### src/rtl/beat_sequencer.sv
// Beat sequencer: generates SCAN1/ACTION1/SCAN2/ACTION2 beats, digit strobes, run/step/halt control.
// Latency: start condition at edge n gives beat 0 / digit 0 in the cycle after edge n; all outputs registered.
// Backpressure: none; step while busy is dropped and stop_req counts only during ACTION2 digit periods.
module beat_sequencer #(
  parameter int WORD_BITS    = 20,
  parameter int FLYBACK_TIME = 2,
  parameter int CW           = $clog2(WORD_BITS + FLYBACK_TIME)
) (
  input  logic          clk,
  input  logic          rst,
  input  logic          run,
  input  logic          step,
  input  logic          stop_req,
  output logic [1:0]    beat,
  output logic [CW-1:0] digit,
  output logic          digit_valid,
  output logic          flyback,
  output logic          word_start,
  output logic          kcc,
  output logic          action_wf,
  output logic          xtb,
  output logic          busy,
  output logic          halted
);

  typedef enum logic [2:0] {
    S_IDLE, S_SCAN1, S_ACTION1, S_SCAN2, S_ACTION2
  } state_t;

  localparam logic [CW-1:0] C_LAST_DIGIT = CW'(WORD_BITS - 1);
  localparam logic [CW-1:0] C_TERM       = CW'(WORD_BITS + FLYBACK_TIME - 1);

  state_t        r_state;
  logic [CW-1:0] r_cnt;
  logic          r_stop;
  logic          r_run_q;
  logic          r_step_only;
  logic          r_halted;

  state_t        w_state_nxt;
  logic [CW-1:0] w_cnt_nxt;
  logic          w_stop_nxt;
  logic          w_step_only_nxt;
  logic          w_halted_nxt;
  logic          w_run_start;
  logic          w_term;
  logic          w_busy_nxt;
  logic          w_dv_nxt;
  logic [1:0]    w_beat_nxt;

  assign w_run_start = run && (!r_run_q || !r_halted);
  assign w_term      = (r_cnt == C_TERM);

  // Next-state: start from IDLE, beat counter, beat advance and end-of-instruction decision
  always_comb begin
    w_state_nxt     = r_state;
    w_cnt_nxt       = r_cnt;
    w_stop_nxt      = r_stop;
    w_step_only_nxt = r_step_only;
    w_halted_nxt    = r_halted;
    if (r_state == S_IDLE) begin
      w_cnt_nxt = '0;
      if (w_run_start || step) begin
        w_state_nxt     = S_SCAN1;
        w_halted_nxt    = 1'b0;
        w_stop_nxt      = 1'b0;
        // A step that coincides with a run start still runs continuously
        w_step_only_nxt = !w_run_start;
      end
    end else begin
      w_cnt_nxt = w_term ? '0 : r_cnt + 1'b1;
      if (r_state == S_ACTION2 && r_cnt <= C_LAST_DIGIT) begin
        w_stop_nxt = r_stop || stop_req;
      end
      if (w_term) begin
        case (r_state)
          S_SCAN1:   w_state_nxt = S_ACTION1;
          S_ACTION1: w_state_nxt = S_SCAN2;
          S_SCAN2:   w_state_nxt = S_ACTION2;
          default: begin
            if (r_stop) begin
              w_state_nxt  = S_IDLE;
              w_halted_nxt = 1'b1;
              w_stop_nxt   = 1'b0;
            end else if (run && !r_step_only) begin
              w_state_nxt = S_SCAN1;
            end else begin
              w_state_nxt = S_IDLE;
            end
          end
        endcase
      end
    end
  end

  // Output decode of the upcoming state so the strobes can be registered with it
  always_comb begin
    w_busy_nxt = (w_state_nxt != S_IDLE);
    w_dv_nxt   = w_busy_nxt && (w_cnt_nxt <= C_LAST_DIGIT);
    case (w_state_nxt)
      S_ACTION1: w_beat_nxt = 2'd1;
      S_SCAN2:   w_beat_nxt = 2'd2;
      S_ACTION2: w_beat_nxt = 2'd3;
      default:   w_beat_nxt = 2'd0;
    endcase
  end

  // State, latches and registered outputs
  always_ff @(posedge clk) begin
    if (rst) begin
      r_state     <= S_IDLE;
      r_cnt       <= '0;
      r_stop      <= 1'b0;
      r_run_q     <= 1'b0;
      r_step_only <= 1'b0;
      r_halted    <= 1'b0;
      beat        <= 2'd0;
      digit       <= '0;
      digit_valid <= 1'b0;
      flyback     <= 1'b0;
      word_start  <= 1'b0;
      kcc         <= 1'b0;
      action_wf   <= 1'b0;
      xtb         <= 1'b0;
      busy        <= 1'b0;
    end else begin
      r_state     <= w_state_nxt;
      r_cnt       <= w_cnt_nxt;
      r_stop      <= w_stop_nxt;
      r_run_q     <= run;
      r_step_only <= w_step_only_nxt;
      r_halted    <= w_halted_nxt;
      beat        <= w_beat_nxt;
      // Digit freezes at the last index through flyback, and reads 0 when idle
      digit       <= !w_busy_nxt ? '0 : (w_dv_nxt ? w_cnt_nxt : C_LAST_DIGIT);
      digit_valid <= w_dv_nxt;
      flyback     <= w_busy_nxt && !w_dv_nxt;
      word_start  <= w_busy_nxt && (w_cnt_nxt == '0);
      kcc         <= (w_state_nxt == S_ACTION2) && (w_cnt_nxt == '0);
      action_wf   <= w_dv_nxt && (w_state_nxt == S_ACTION1 || w_state_nxt == S_ACTION2);
      xtb         <= w_dv_nxt && (w_state_nxt == S_ACTION2);
      busy        <= w_busy_nxt;
    end
  end

  assign halted = r_halted;

endmodule

### config.mk
export PLATFORM = sky130hd
export DESIGN_NAME = beat_sequencer
export DESIGN_NICKNAME = d
export VERILOG_FILES = /design/src/rtl/beat_sequencer.sv
export SDC_FILE = /design/constraint.sdc
export NUM_CORES = 1
export LEC_CHECK = 0
export BUFFER_PORTS_ARGS = -buffer_cell sky130_fd_sc_hd__buf_2
export CAP_MARGIN = 30
export CORE_MARGIN = 2
export CORE_UTILIZATION = 48
export CTS_CLUSTER_DIAMETER = 120
export CTS_CLUSTER_SIZE = 25
export DETAILED_ROUTE_END_ITERATION = 12
export GPL_ROUTABILITY_DRIVEN = 1
export PLACE_DENSITY_LB_ADDON = 0.08
export SLEW_MARGIN = 5
export SYNTH_ARGS = -nofsm -noshare
export SYNTH_HDL_FRONTEND = slang
export SYNTH_SLANG_ARGS = --single-unit
### constraint.sdc
create_clock -name clk -period 1.8 [get_ports clk]
set_clock_uncertainty 0.1 [all_clocks]
set_input_delay 0.09 -clock clk [delete_from_list [all_inputs] [get_ports clk]]
set_output_delay 0.09 -clock clk [all_outputs]
set_load 0.05 [all_outputs]
# --- Word-level counts from Yosys, hierarchy flattened ---
# Cells that the tools add are included.
op_classes:
  n_reduce_logical: 28
  n_addsub: 1
  muxes: 20
  magnitude_cmp: 2
  eq_ne: 10
  bitwise: 2
op_table:
  columns: ["op", "count"]
  rows:
  - ["2-to-1 mux 5 bit", 3]
  - ["== test 3 x 2 -> 1 bit (second input constant)", 4]
  - ["2-to-1 mux 1 bit", 12]
  - ["<= comparator 5 bit (second input constant)", 2]
  - ["logical AND 1 bit", 9]
  - ["2-to-1 mux 3 bit", 3]
  - ["one-hot mux 3 bit (3 select lines)", 1]
  - ["== test 3 bit (second input constant)", 2]
  - ["one-hot mux 2 bit (3 select lines)", 1]
  - ["OR reduction 3 bit", 2]
  - ["adder 5 x 1 -> 5 bit (second input constant)", 1]
  - ["== test 5 bit (second input constant)", 1]
  - ["zero test 1 bit", 5]
  - ["zero test 5 bit", 1]
  - ["logical OR 1 bit", 4]
  - ["!= test 2 x 1 -> 1 bit (second input constant)", 2]
  - ["AND reduction 4 bit", 1]
  - ["nonzero test 2 bit", 2]
  - ["== test 3 x 1 -> 1 bit (second input constant)", 1]
  - ["zero test 3 bit", 1]
  - ["nonzero test 3 bit", 1]
  - ["inverter 1 bit", 2]
  - ["AND reduction 2 bit", 1]
  - ["OR reduction 2 bit", 1]
word_totals:
  out_inout_bits: 15
  register_bits: 26

# --- Logic depth before layout (Yosys ltp) ---
# Gate-level depths: netlist (run 1).
depth:
  depth_word: 11
  ltp_mapped: 7
  ltp_nobuf: 6

# --- Worst setup path after synthesis (run 1) ---
# OpenSTA, ideal clock, no wires.
synth_path:
  kind: "register to register"
  from: "reg r_halted, in the netlist halted"
  to: "reg xtb"
  setup_time_ns: 0.100
  slack_ns: -0.020
  t_arrival_ns: 1.620
  stages_incl_launch_ff: 5
  cell_sequence: "dfxtp_1 -> a21boi_0 -> nor3_1 -> o211ai_4 -> a2111oi_4"
synth_via:
  elab_chain_len: 9
  word_cells_on_any_way: 10
  classes_between: "eq/ne (1); mux (2); reduce/logical (7)"
synth_rtl:
  columns: ["item", "line", "rtl"]
  rows:
  - ["from (decl)", "38", "logic r_halted;"]
  - ["from (signal assigned)", "132", "r_halted <= w_halted_nxt;"]
  - ["zero test 1 bit (*)", "51", "assign w_run_start = run && (!r_run_q || !r_halted);"]
  - ["logical OR 1 bit (*)", "51", null]
  - ["logical AND 1 bit (*)", "51", null]
  - ["logical OR 1 bit (*)", "63", "if (w_run_start || step) begin"]
  - ["2-to-1 mux 3 bit (*)", "63", null]
  - ["2-to-1 mux 3 bit (*)", "61", "if (r_state == S_IDLE) begin"]
  - ["nonzero test 3 bit", "98", "w_busy_nxt = (w_state_nxt != S_IDLE);"]
  - ["logical AND 1 bit", "99", "w_dv_nxt = w_busy_nxt && (w_cnt_nxt <= C_LAST_DIGIT);"]
  - ["logical AND 1 bit (*)", "141", "xtb <= w_dv_nxt && (w_state_nxt == S_ACTION2);"]
  - ["to (signal assigned)", "141", null]
  - ["to (decl)", "21", "output logic xtb,"]
# Every way passes the cells marked *; elsewhere a longest branch is shown, timed or not.
# A chain may end at the register's enable or synchronous reset.

# --- Worst setup path after layout (run 1) ---
layout_path:
  from: "reg r_cnt[0]"
  to: "reg action_wf"
layout_via:
  elab_chain_len: 6
  word_cells_on_any_way: 13
  classes_between: "add/sub (1); order compare (1); eq/ne (3); mux (4); reduce/logical (4)"
layout_rtl:
  columns: ["item", "line", "rtl"]
  rows:
  - ["from (decl)", "34", "logic [CW-1:0] r_cnt;"]
  - ["from (signal assigned)", "128", "r_cnt <= w_cnt_nxt;"]
  - ["adder 5 x 1 -> 5 bit / == test 5 bit (equally long branches)", "71, 52", null]
  - ["2-to-1 mux 5 bit / 2-to-1 mux 3 bit (equally long branches)", "71, 75", null]
  - ["2-to-1 mux 5 bit / 2-to-1 mux 3 bit (equally long branches)", "61", null]
  - ["<= comparator 5 bit, or another cell as far along", "99", null]
  - ["logical AND 1 bit / logical OR 1 bit (equally long branches)", "99, 140", null]
  - ["logical AND 1 bit (*)", "140", "action_wf <= w_dv_nxt && (w_state_nxt == S_ACTION1 || w_state_nxt == S_ACTION2);"]
  - ["to (signal assigned)", "140", null]
  - ["to (decl)", "20", "output logic action_wf,"]
# Marks and branches as above.

==> results of run 1 <==
-- final timing paths --
check | start | endpoint | slack [ns]
setup / recovery | r_cnt[0]$_SDFF_PP0_ | action_wf$_SDFF_PP0_ | 0.08
setup reg to reg | r_cnt[0]$_SDFF_PP0_ | action_wf$_SDFF_PP0_ | 0.08
hold / removal | stop_req | r_stop$_SDFFE_PP0P_ | 0.05
hold reg to reg | r_cnt[0]$_SDFF_PP0_ | r_cnt[0]$_SDFF_PP0_ | 0.38
-- cells by family after synthesis --
family,count (synthesis)
AOI/OAI and AO/OA,25
xor gates and xnor gates,3
adders and majority gates,2
buffers and inverters,10
DFF,26
and+or+nand+nor,50
-- Yosys cell counts (all sizes together) --
cell	instances	area [sq um]
a211o	1	10.0
nand3	6	30.0
nand2	5	18.8
xnor2	1	8.76
a2111oi	1	27.5
dfxtp	26	521
nor3	10	76.3
nor2b	5	31.3
a21o	1	7.51
a221oi	1	8.76
nand4b	2	23.8
o21ai	5	25.0
a21bo	1	10.0
clkbuf	2	27.5
and2b	1	8.76
nor3b	2	15.0
a21oi	5	25.0
nor2	12	45.0
a31oi	2	12.5
o21a	2	15.0
xor2	2	17.5
and2	2	12.5
inv	3	11.3
a32oi	1	8.76
or3	3	23.8
buf	5	46.3
o211ai	2	28.8
nand3b	1	7.51
ha	2	25.0
a21boi	1	7.51
a221o	1	11.3
a41o	1	11.3
and4b	1	10.0
-- sequential cells by signal (all words and copies together), names as in the netlist --
signal and cells:
kcc 1, r_cnt 5, flyback 1, r_stop 1, busy 1, r_state 3
digit 5, xtb 1, beat 2, halted 1, r_run_q 1, word_start 1
r_step_only 1, digit_valid 1, action_wf 1
-- power by group --
part           switching [mW]  leakage, nW  internal (mW)
combinational          0.0962        0.343         0.0533
sequential             0.0154        0.213          0.595
clock                   0.167       0.0279          0.225
-- worst max-delay path: stages (launching register included) --
cell	delay [ns]
dfxtp_2	0.37
ha_1	0.22
and4b_2	0.28
or3_4	0.36
a21o_1	0.20
nor3_2	0.14
-- cell type report --
class	instances	area, sq um
Fill cell	208	867
Multi-Input combinational cell	80	582
Sequential cell	26	524
Timing Repair Buffer	30	183
Tap cell	28	35.0
Clock inverter	1	30.0
Clock buffer	3	22.5
Inverter	3	11.3
-- layer usage --
layer / track usage / up-vias / wire, microns
met5: 0 / - / 0
met2: 0.333 / 23 / 1190
met4: 0.0983 / 0 / 26
met3: 0.0282 / 4 / 104
li1: - / 461 / -
met1: 0.221 / 437 / 1030
-- timing repair --
item / CTS / global route
endpoints found under the setup margin: 1 / 9
resized for setup: 2 / 4
endpoints found under the hold margin: 2 / 0
hold buffers: 2 / 0
pin swaps: 0 / 1
cloned: 0 / 0
setup buffers: 0 / 1
-- stage by stage --
stage | setup TNS, ns | util | instance area, sq um | setup slack [ns] | instances
after floorplan | 0 | - | 1170 | 0.0291 | 116
after global placement | 0 | 0.570 | 1290 | 0.0504 | 164
after detailed placement | 0 | 0.570 | 1290 | 0.0142 | 164
after CTS | 0 | 0.604 | 1360 | 0.0153 | 170
after global routing | -0.0313 | 0.615 | 1390 | -0.0313 | 171
final | 0 | 0.615 | 1390 | 0.0761 | 171
==> metrics.txt, run 1 <==
# TYPE chip_impl_metric gauge
chip_impl_metric{name="synth.distinct_cells",unit=""} 40
chip_impl_metric{name="post_synth.cell_area_avg",unit="sq um"} 10.1
chip_impl_metric{name="cts.htree.levels",unit=""} 1
chip_impl_metric{name="synth_sequential_area_ratio",unit=""} 0.445
chip_impl_metric{name="worstPathMaxFanout",unit=""} 8
chip_impl_metric{name="io_pins",unit=""} 20
chip_impl_metric{name="grt_first_pass_wirelength",unit="mm"} 3.88
chip_impl_metric{name="cp_data_arrival_time",unit="ns"} 1.88
chip_impl_metric{name="p_leak",unit="nW"} 0.584
chip_impl_metric{name="fin_nets",unit=""} 151
chip_impl_metric{name="initial_utilization",unit=""} 0.518
chip_impl_metric{name="reg2regPathDepth",unit=""} 5
chip_impl_info{name="hold_path_class",value="in -> reg"} 1
chip_impl_metric{name="synthToLayoutAreaGrowth",unit="%"} 18.7
chip_impl_metric{name="drt_pre_antenna_iters",unit=""} 4
chip_impl_info{name="root_buffer",value="clkbuf_4"} 1
chip_impl_metric{name="syn-cell-area",unit="sq mm"} 0.00117
chip_impl_metric{name="cts.sink_count",unit=""} 26
chip_impl_metric{name="floorplan.core_area",unit="sq mm"} 0.00225
chip_impl_metric{name="count_of_buffers_inserted_at_the_top_level_ports",unit=""} 19
chip_impl_metric{name="power-per-cell-area",unit="mW/mm^2"} 830
chip_impl_metric{name="insertedDiodeCount",unit=""} 0
chip_impl_metric{name="globalRouteTotalUtil",unit=""} 0.190
chip_impl_metric{name="detail_route_antenna_nets",unit=""} 0
chip_impl_metric{name="synth_fa_ha_area_frac",unit=""} 0.0214
chip_impl_metric{name="finalHoldViolations",unit=""} 0
chip_impl_info{name="timing.critical_path.from_type",value="flip-flop"} 1
chip_impl_metric{name="max_cap_viol",unit=""} 0
chip_impl_metric{name="wl_per_cell",unit="microns"} 13.7
chip_impl_metric{name="dp_hpwl",unit="mm"} 1.68
chip_impl_metric{name="die-area",unit="sq mm"} 0.00285
chip_impl_metric{name="share_of_the_synthesized_netlist_area_taken_by_xor_and_xnor_gates",unit=""} 0.0225
chip_impl_metric{name="cts-buffers-inserted",unit=""} 3
chip_impl_metric{name="slew-limit-headroom",unit=""} 0.683
chip_impl_metric{name="routed_wl",unit="mm"} 2.35
chip_impl_info{name="worst_setup_path_end_kind",value="flip-flop"} 1
chip_impl_metric{name="holdWs",unit="ns"} 0.0534
chip_impl_metric{name="period_minus_slack",unit="ns"} 1.72
chip_impl_info{name="worst-setup-path-type",value="reg -> reg"} 1
chip_impl_metric{name="die_x",unit="microns"} 53.3
chip_impl_metric{name="route.detailed.vias_per_inst",unit=""} 5.41
chip_impl_metric{name="post_synth_inst_count",unit=""} 116
chip_impl_metric{name="gp_routability_congestion",unit=""} 0.867
chip_impl_metric{name="chipHeight",unit="microns"} 53.3
chip_impl_metric{name="cts.clk_slew.worst_paths",unit="ns"} 0.14
chip_impl_info{name="layout.cells.most_common",value="dfxtp_1"} 1
chip_impl_metric{name="fmaxAchievable",unit="MHz"} 580
chip_impl_metric{name="dr.first_iter.drc_count",unit=""} 23
chip_impl_metric{name="slew_at_the_pin_closest_to_its_max_slew_limit",unit="ns"} 0.471
chip_impl_metric{name="final_layout_size_suffix_gt1_frac",unit=""} 0.364
chip_impl_metric{name="warnings_from_yosys",unit=""} 0
chip_impl_metric{name="detail_route.drc_violations",unit=""} 0
chip_impl_metric{name="cts_max_path_buffers",unit=""} 2
chip_impl_metric{name="setup_viol",unit=""} 0
chip_impl_metric{name="count_of_standard_cell_rows",unit=""} 17
chip_impl_metric{name="post_synth_mux_area_share",unit=""} 0
chip_impl_metric{name="overflow",unit=""} 0
chip_impl_info{name="synth_top_family_by_area",value="simple AND/OR/NAND/NOR gates"} 1
chip_impl_metric{name="synth_simple_gate_area_frac",unit=""} 0.259
chip_impl_info{name="cts_tree",value="yes"} 1
chip_impl_info{name="outcome",value="complete, no violations"} 1
chip_impl_metric{name="synth.ff_latch_count",unit=""} 26
chip_impl_metric{name="via_count",unit=""} 925
chip_impl_metric{name="vias_in_the_first_global_route",unit=""} 884
chip_impl_metric{name="mappedNetlistNets",unit=""} 123
chip_impl_metric{name="grt_start_max_net_pins",unit=""} 16
chip_impl_metric{name="worst_hold_path.num_cells",unit=""} 4
chip_impl_metric{name="period_share",unit=""} 0.958
chip_impl_metric{name="fin_total_pwr",unit="mW"} 1.15
chip_impl_metric{name="ir_worst_vdd",unit="mV"} 0.538
chip_impl_metric{name="timing.critical_path.required",unit="ns"} 1.96
chip_impl_metric{name="insertion_delay",unit="ns"} 0.31
chip_impl_metric{name="final-max-slew-violation-count",unit=""} 0
chip_impl_metric{name="synth-compound-area-share",unit=""} 0.179
chip_impl_info{name="most-common-layout-cells",value="23 x dfxtp_1, 19 x buf_2, 12 x nor2_1, 9 x buf_4, 6 x nand3_1"} 1
chip_impl_metric{name="grt_antenna_before_repair",unit=""} 0
(Power assumes the default switching activity.)
==> run 2, diff against run 1 <==
--- a/config.mk
+++ b/config.mk
@@ -5,6 +5,7 @@
 export SDC_FILE = /design/constraint.sdc
 export NUM_CORES = 1
 export LEC_CHECK = 0
+export ABC_AREA = 1
 export BUFFER_PORTS_ARGS = -buffer_cell sky130_fd_sc_hd__buf_2
 export CAP_MARGIN = 30
 export CORE_MARGIN = 2
==> run 2 against run 1 <==
Final cell count grew 15%. Clock power grew 2%. First-iteration DRC count shrank 65%. Die area shrank 3.7%. Count of clock-buffer cells in the layout is the same. Wire length shrank 9.1%. Global-route usage shrank 0.67 points. Maximum frequency grew 3.5%. Critical path type unchanged. Critical endpoint is now digit_valid$_SDFF_PP0_. Highest routed layer unchanged.
==> metrics.txt, run 2 <==
# TYPE chip_impl_metric gauge
chip_impl_metric{name="p_leak",unit="nW"} 0.667
chip_impl_metric{name="routed_wl",unit="mm"} 2.13
chip_impl_info{name="worstHoldEndpoint",value="r_run_q$_SDFF_PP0_"} 1
chip_impl_metric{name="warnings_from_yosys",unit=""} 0
chip_impl_metric{name="detail_route.drc_violations",unit=""} 0
chip_impl_info{name="rsz0062_at_grt",value="false"} 1
chip_impl_metric{name="synth_top_area_frac",unit=""} 0.464
chip_impl_metric{name="setup_viol",unit=""} 0
chip_impl_metric{name="final-max-slew-violation-count",unit=""} 0
chip_impl_metric{name="grt_antenna_before_repair",unit=""} 0
chip_impl_info{name="synth_top_cells_by_count",value="26 x dfxtp_1, 26 x nor2_1, 20 x nand2_1, 19 x inv_1, 9 x nand2_2"} 1
chip_impl_info{name="hold_path_class",value="in -> reg"} 1
chip_impl_metric{name="fmaxAchievable",unit="MHz"} 600
chip_impl_metric{name="dr.first_iter.drc_count",unit=""} 8
chip_impl_metric{name="cts.sink_count",unit=""} 26
chip_impl_metric{name="max_cap_viol",unit=""} 0
chip_impl_metric{name="timing.critical_path.required",unit="ns"} 1.92
chip_impl_metric{name="period_share",unit=""} 0.926
chip_impl_metric{name="mappedNetlistNets",unit=""} 151
chip_impl_info{name="layout_top_registers",value="digit x5, r_cnt x5, r_state x3"} 1
chip_impl_metric{name="dpl_worst_slack",unit="ns"} 0.111
chip_impl_metric{name="initial_utilization",unit=""} 0.507
chip_impl_metric{name="chipHeight",unit="microns"} 52.4
chip_impl_metric{name="dp_hpwl",unit="mm"} 1.59
chip_impl_metric{name="via_count",unit=""} 947
chip_impl_info{name="min_from",value="rst"} 1
chip_impl_metric{name="post_synth.cell_area_avg",unit="sq um"} 7.79
chip_impl_info{name="synth_top_area_cell",value="dfxtp_1"} 1
chip_impl_metric{name="cp_data_arrival_time",unit="ns"} 1.78
chip_impl_info{name="reg2reg_to",value="digit_valid$_SDFF_PP0_"} 1
chip_impl_metric{name="holdWs",unit="ns"} 0.0181
chip_impl_metric{name="period_minus_slack",unit="ns"} 1.67
chip_impl_metric{name="synth_sequential_area_ratio",unit=""} 0.464
chip_impl_metric{name="overflow",unit=""} 0
chip_impl_metric{name="worstPathMaxFanout",unit=""} 5
chip_impl_metric{name="share_of_flip_flops_with_an_asynchronous_set_or_reset_after_synthesis",unit=""} 0
chip_impl_metric{name="fin_nets",unit=""} 176
chip_impl_metric{name="grt_start_max_net_pins",unit=""} 19
chip_impl_metric{name="power-per-cell-area",unit="mW/mm^2"} 858
chip_impl_metric{name="insertion_delay",unit="ns"} 0.33
chip_impl_info{name="area_contributors_post_synth",value="dfxtp_1 46%, nor2_1 8.7%, nand2_1 6.7%, inv_1 6.4%, nand2_2 5.0%"} 1
chip_impl_info{name="crit-reg2reg-launch",value="r_cnt[0]$_SDFF_PP0_"} 1
chip_impl_metric{name="floorplan.core_area",unit="sq mm"} 0.00221
chip_impl_metric{name="drt_pre_antenna_iters",unit=""} 4
chip_impl_metric{name="cts-buffers-inserted",unit=""} 3
chip_impl_metric{name="insertedDiodeCount",unit=""} 0
chip_impl_metric{name="gp_routability_congestion",unit=""} 0.784
chip_impl_metric{name="synth.ff_latch_count",unit=""} 26
chip_impl_metric{name="post_synth_inst_count",unit=""} 144
chip_impl_metric{name="vias_in_the_first_global_route",unit=""} 893
chip_impl_metric{name="die-area",unit="sq mm"} 0.00274
chip_impl_metric{name="ir_worst_vdd",unit="mV"} 0.580
chip_impl_metric{name="syn-cell-area",unit="sq mm"} 0.00112
chip_impl_info{name="root_buffer",value="clkbuf_4"} 1
chip_impl_metric{name="final.setup.worst_slack",unit="ns"} 0.134
chip_impl_info{name="cts_tree",value="yes"} 1
chip_impl_metric{name="synth.distinct_cells",unit=""} 23
chip_impl_metric{name="nFillCells",unit=""} 213
chip_impl_metric{name="synthToLayoutAreaGrowth",unit="%"} 18.4
chip_impl_metric{name="slew_at_the_pin_closest_to_its_max_slew_limit",unit="ns"} 0.330
chip_impl_metric{name="detail_route_antenna_nets",unit=""} 0
chip_impl_metric{name="grt_first_pass_wirelength",unit="mm"} 3.67
chip_impl_metric{name="globalRouteTotalUtil",unit=""} 0.184
chip_impl_metric{name="finalHoldViolations",unit=""} 0
chip_impl_info{name="synth-main-ff-cell",value="dfxtp_1"} 1
chip_impl_metric{name="cts.clk_slew.worst_paths",unit="ns"} 0.14
chip_impl_metric{name="cts_max_path_buffers",unit=""} 2
chip_impl_metric{name="cts.htree.levels",unit=""} 1
chip_impl_metric{name="worst_hold_path.num_cells",unit=""} 2
chip_impl_info{name="worst_setup_path_end_kind",value="flip-flop"} 1
chip_impl_metric{name="final_layout_size_suffix_gt1_frac",unit=""} 0.304
chip_impl_metric{name="number_of_synthesized_flops_with_an_enable_pin",unit=""} 0
chip_impl_metric{name="tns",unit="ns"} 0
chip_impl_metric{name="slew-limit-headroom",unit=""} 0.780
chip_impl_metric{name="count_of_standard_cell_rows",unit=""} 17
chip_impl_metric{name="die_x",unit="microns"} 52.4
chip_impl_info{name="layout.cells.most_common",value="nor2_1"} 1
chip_impl_info{name="most-common-layout-cells",value="26 x nor2_1, 24 x dfxtp_1, 20 x nand2_1, 19 x inv_1, 19 x buf_2"} 1
chip_impl_metric{name="reg2regPathDepth",unit=""} 10
chip_impl_info{name="worst-setup-path-type",value="reg -> reg"} 1
chip_impl_info{name="outcome",value="complete, no violations"} 1
chip_impl_metric{name="wl_per_cell",unit="microns"} 10.9
chip_impl_metric{name="count_of_buffers_inserted_at_the_top_level_ports",unit=""} 19
chip_impl_metric{name="io_pins",unit=""} 20
chip_impl_info{name="timing.critical_path.from_type",value="flip-flop"} 1
chip_impl_metric{name="setup.reg_to_reg.worst_slack",unit="ns"} 0.13
chip_impl_metric{name="route.detailed.vias_per_inst",unit=""} 4.83
chip_impl_info{name="crit_start",value="r_cnt[0]$_SDFF_PP0_"} 1
-- run 2: changes by cell type after synthesis, moves of 5 or more --
cell | previous run | this run
nor3_1 | 6 | 1
nand2_1 | 5 | 20
nor2_1 | 12 | 26
nor2b_1 | 5 | 0
inv_1 | 3 | 19
nand2_2 | 0 | 9
-- run 2: worst max-delay path by stage --
stage / to / slack (ns)
after floorplan: digit_valid$_SDFF_PP0_ / 0.15
after global placement: digit_valid$_SDFF_PP0_ / 0.13
after detailed placement: digit_valid$_SDFF_PP0_ / 0.11
after CTS: digit_valid$_SDFF_PP0_ / 0.07
after global routing: digit_valid$_SDFF_PP0_ / 0.002
final: digit_valid$_SDFF_PP0_ / 0.13
-- run 2: logic make-up (layout without fill, tap and decap cells) --
logic type,count (synthesis),after routing,share of synthesized area
flops,26,26,0.464
xor+xnor,2,2,0.0156
buf+inv,25,49,0.0870
simple gates,76,76,0.346
compound gates,13,13,0.0658
fa+ha+maj,2,2,0.0223
-- run 2: power breakdown --
part,switching [mW],internal [mW],total [mW],leakage (nW)
Clock,0.174,0.225,0.399,0.0279
Sequential,0.00867,0.593,0.602,0.212
Combinational,0.0993,0.0404,0.140,0.427
Total,0.282,0.859,1.14,0.667
-- run 2: final cells by class --
cell class	count	area, sq um	share of cell area
clock buffer	3	22.5	0.0169
clock inverter	1	30.0	0.0226
inverter	23	86.3	0.0650
multi-input combinational	93	507	0.381
sequential	26	523	0.394
tap	28	35.0	0.0264
timing repair buffer	22	125	0.0942
-- run 2: worst max-delay path, cell delays in order, from the launching register on --
cell	delay, ns
dfxtp_2	0.40
ha_2	0.19
inv_1	0.04
nor2_1	0.10
nand2_2	0.09
nor2_2	0.14
nand3_2	0.11
nand2_4	0.11
nand3_2	0.11
nand2_2	0.12
nor2_1	0.04
-- run 2: stage by stage --
step           power (mW)  area, sq um  utilization  cells
2_1_floorplan       0.719         1120            -    144
3_3_place_gp        0.743         1240        0.561    189
3_5_place_dp        0.747         1240        0.561    189
4_1_cts              1.15         1320        0.598    196
5_1_grt              1.19         1330        0.601    196
6_report             1.14         1330        0.601    196
-- run 2: routing by layer --
metal / part of all wire / global-route usage / up-vias
met1: 0.43 / 0.200 / 426
met5: 0 / 0 / -
met2: 0.52 / 0.335 / 23
met4: 0.025 / 0.103 / 0
li1: - / - / 493
met3: 0.031 / 0.0257 / 5
-- run 2: what timing repair did --
action / CTS / global route
setup endpoints to repair: 0 / 12
hold buffers: 3 / 0
setup buffers: 0 / 0
endpoints found under the hold margin: 3 / 0
gates resized for setup: 0 / 3
==> run 3, diff against run 2 <==
--- a/config.mk
+++ b/config.mk
@@ -13,8 +13,9 @@
 export CTS_CLUSTER_DIAMETER = 120
 export CTS_CLUSTER_SIZE = 25
 export DETAILED_ROUTE_END_ITERATION = 12
-export GPL_ROUTABILITY_DRIVEN = 1
+export GPL_ROUTABILITY_DRIVEN = 0
 export PLACE_DENSITY_LB_ADDON = 0.08
+export RECOVER_POWER = 25
 export SLEW_MARGIN = 5
 export SYNTH_ARGS = -nofsm -noshare
 export SYNTH_HDL_FRONTEND = slang
==> run 3 against run 2 <==
Setup slack is essentially flat. Clock power barely moved. Final area down 0.85%. Wire length up 0.38%. Count of clock-buffer cells in the layout did not move. Global-route usage unchanged. First-iteration DRC count did not move.
==> metrics.txt, run 3 (same netlist as run 2, synthesis figures left out) <==
# TYPE chip_impl_metric gauge
chip_impl_metric{name="max_cap_viol",unit=""} 0
chip_impl_metric{name="vias_in_the_first_global_route",unit=""} 893
chip_impl_metric{name="globalRouteMet3Util",unit=""} 0.0257
chip_impl_metric{name="post-cts-setup-buffer-count",unit=""} 0
chip_impl_metric{name="detail_route_antenna_nets",unit=""} 0
chip_impl_metric{name="cts.sink_count",unit=""} 26
chip_impl_metric{name="period_share",unit=""} 0.926
chip_impl_metric{name="reg2regPathDepth",unit=""} 10
chip_impl_info{name="worst-setup-path-type",value="reg -> reg"} 1
chip_impl_metric{name="slew_at_the_pin_closest_to_its_max_slew_limit",unit="ns"} 0.592
chip_impl_metric{name="grt_use_met1",unit=""} 0.200
chip_impl_metric{name="final.setup.worst_slack",unit="ns"} 0.133
chip_impl_metric{name="cts.htree.levels",unit=""} 1
chip_impl_metric{name="wl_per_cell",unit="microns"} 10.9
chip_impl_metric{name="final-max-slew-violation-count",unit=""} 0
chip_impl_metric{name="grt_start_max_net_pins",unit=""} 19
chip_impl_metric{name="setup.reg_to_reg.worst_slack",unit="ns"} 0.13
chip_impl_info{name="outcome",value="complete, no violations"} 1
chip_impl_info{name="hold_path_class",value="in -> reg"} 1
chip_impl_metric{name="count_of_buffers_inserted_at_the_top_level_ports",unit=""} 19
chip_impl_metric{name="detail_route.drc_violations",unit=""} 0
chip_impl_metric{name="cts-buffers-inserted",unit=""} 3
chip_impl_info{name="reg2reg_to",value="digit_valid$_SDFF_PP0_"} 1
chip_impl_metric{name="slew-limit-headroom",unit=""} 0.607
chip_impl_metric{name="cts.clk_slew.worst_paths",unit="ns"} 0.14
chip_impl_metric{name="ir_worst_vdd",unit="mV"} 0.606
chip_impl_metric{name="count_of_standard_cell_rows",unit=""} 17
chip_impl_metric{name="grt_antenna_before_repair",unit=""} 0
chip_impl_metric{name="power-per-cell-area",unit="mW/mm^2"} 864
chip_impl_metric{name="timing.critical_path.required",unit="ns"} 1.92
chip_impl_info{name="crit_path_capture",value="digit_valid$_SDFF_PP0_"} 1
chip_impl_info{name="cts_tree",value="yes"} 1
chip_impl_info{name="layout_top_registers",value="digit x5, r_cnt x5, r_state x3"} 1
chip_impl_metric{name="initial_utilization",unit=""} 0.507
chip_impl_metric{name="worstPathMaxFanout",unit=""} 5
chip_impl_metric{name="period_minus_slack",unit="ns"} 1.67
chip_impl_metric{name="chipHeight",unit="microns"} 52.4
chip_impl_info{name="root_buffer",value="clkbuf_4"} 1
chip_impl_metric{name="globalRouteTotalUtil",unit=""} 0.184
chip_impl_metric{name="route.detailed.vias_per_inst",unit=""} 4.84
chip_impl_metric{name="insertedDiodeCount",unit=""} 0
chip_impl_info{name="rsz0062_at_grt",value="false"} 1
chip_impl_metric{name="io_pins",unit=""} 20
chip_impl_info{name="timing.critical_path.from_type",value="flip-flop"} 1
chip_impl_metric{name="synthToLayoutAreaGrowth",unit="%"} 17.4
chip_impl_info{name="most-common-layout-cells",value="26 x nor2_1, 24 x dfxtp_1, 20 x nand2_1, 19 x inv_1, 10 x buf_2"} 1
chip_impl_metric{name="cts_max_path_buffers",unit=""} 2
chip_impl_metric{name="dpl_worst_slack",unit="ns"} 0.111
chip_impl_metric{name="insertion_delay",unit="ns"} 0.33
chip_impl_metric{name="floorplan.core_area",unit="sq mm"} 0.00221
chip_impl_metric{name="p_leak",unit="nW"} 0.631
chip_impl_info{name="crit_start",value="r_cnt[0]$_SDFF_PP0_"} 1
chip_impl_metric{name="overflow",unit=""} 0
chip_impl_metric{name="final_cell_area",unit="sq mm"} 0.00132
chip_impl_metric{name="setup_viol",unit=""} 0
chip_impl_info{name="grt.busiest_layer",value="met2"} 1
chip_impl_info{name="layout.cells.most_common",value="nor2_1"} 1
chip_impl_metric{name="die_x",unit="microns"} 52.4
chip_impl_metric{name="finalHoldViolations",unit=""} 0
chip_impl_info{name="crit-reg2reg-launch",value="r_cnt[0]$_SDFF_PP0_"} 1
chip_impl_metric{name="multi_input_comb_area",unit="sq um"} 507
chip_impl_metric{name="dp_hpwl",unit="mm"} 1.59
chip_impl_metric{name="area.sequential",unit="sq um"} 523
chip_impl_metric{name="die-area",unit="sq mm"} 0.00274
chip_impl_metric{name="place_area",unit="sq mm"} 0.00124
chip_impl_metric{name="grt.met2_usage",unit=""} 0.335
chip_impl_metric{name="tns",unit="ns"} 0
chip_impl_metric{name="cp_data_arrival_time",unit="ns"} 1.78
chip_impl_metric{name="worst_hold_path.num_cells",unit=""} 2
chip_impl_info{name="worst_setup_path_end_kind",value="flip-flop"} 1
chip_impl_metric{name="via_count",unit=""} 949
chip_impl_metric{name="nFillCells",unit=""} 221
chip_impl_metric{name="dr.first_iter.drc_count",unit=""} 8
chip_impl_metric{name="grt_first_pass_wirelength",unit="mm"} 3.67
chip_impl_metric{name="drt_pre_antenna_iters",unit=""} 4
chip_impl_metric{name="fin_nets",unit=""} 176
chip_impl_metric{name="final_layout_size_suffix_gt1_frac",unit=""} 0.250
chip_impl_metric{name="routed_wl",unit="mm"} 2.14
chip_impl_metric{name="fmaxAchievable",unit="MHz"} 600
## run 3: cell type report
class | count | area share
Sequential cell | 26 | 0.397
Tap cell | 28 | 0.0266
Multi-Input combinational cell | 93 | 0.385
Clock inverter | 1 | 0.0228
Clock buffer | 3 | 0.0171
Timing Repair Buffer | 22 | 0.0864
Inverter | 23 | 0.0655
## run 3: how the worst min path moves through the flow
stage / endpoint / slack, ns / from
after CTS: r_cnt[0]$_SDFF_PP0_ / 0.005 / rst
after floorplan: r_run_q$_SDFF_PP0_ / 0.11 / run
final: r_run_q$_SDFF_PP0_ / 0.02 / rst
after global routing: r_cnt[0]$_SDFF_PP0_ / 0.02 / rst
after global placement: r_run_q$_SDFF_PP0_ / 0.25 / run
after detailed placement: r_run_q$_SDFF_PP0_ / 0.26 / run
## run 3: where the power goes
| part | total [mW] | internal [mW] | leakage [nW] | switching [mW] |
|---|---|---|---|---|
| logic | 0.138 | 0.0382 | 0.391 | 0.0995 |
| registers | 0.602 | 0.593 | 0.212 | 0.00898 |
| clock network | 0.399 | 0.225 | 0.0279 | 0.173 |
## run 3: per-layer routing
layer / wire (microns) / up-vias / part of all wire
li1: - / 493 / -
met1: 917 / 426 / 0.43
met2: 1100 / 25 / 0.51
met3: 71 / 5 / 0.033
met4: 53 / 0 / 0.025
met5: 0 / - / 0
## run 3: stage by stage
stage | utilization | hold slack [ns] | instances | power [mW]
5_1_grt | 0.596 | 0.0198 | 196 | 1.18
4_1_cts | 0.598 | 0.00469 | 196 | 1.15
3_5_place_dp | 0.561 | 0.258 | 189 | 0.747
6_report | 0.596 | 0.0181 | 196 | 1.14
2_1_floorplan | - | 0.115 | 144 | 0.719
3_3_place_gp | 0.561 | 0.245 | 189 | 0.743
## run 3: critical path, stage by stage (launching register included)
cell and delay (ns):
dfxtp_2 0.40, ha_2 0.19, inv_1 0.04, nor2_1 0.10, nand2_2 0.09, nor2_2 0.14
nand3_2 0.11, nand2_4 0.11, nand3_2 0.11, nand2_2 0.12, nor2_1 0.04
## run 3: timing repair
action,in CTS,in global routing
gates resized for setup,0,3
hold buffers,3,0
endpoints found under the setup margin,0,12
endpoints found under the hold margin,3,0
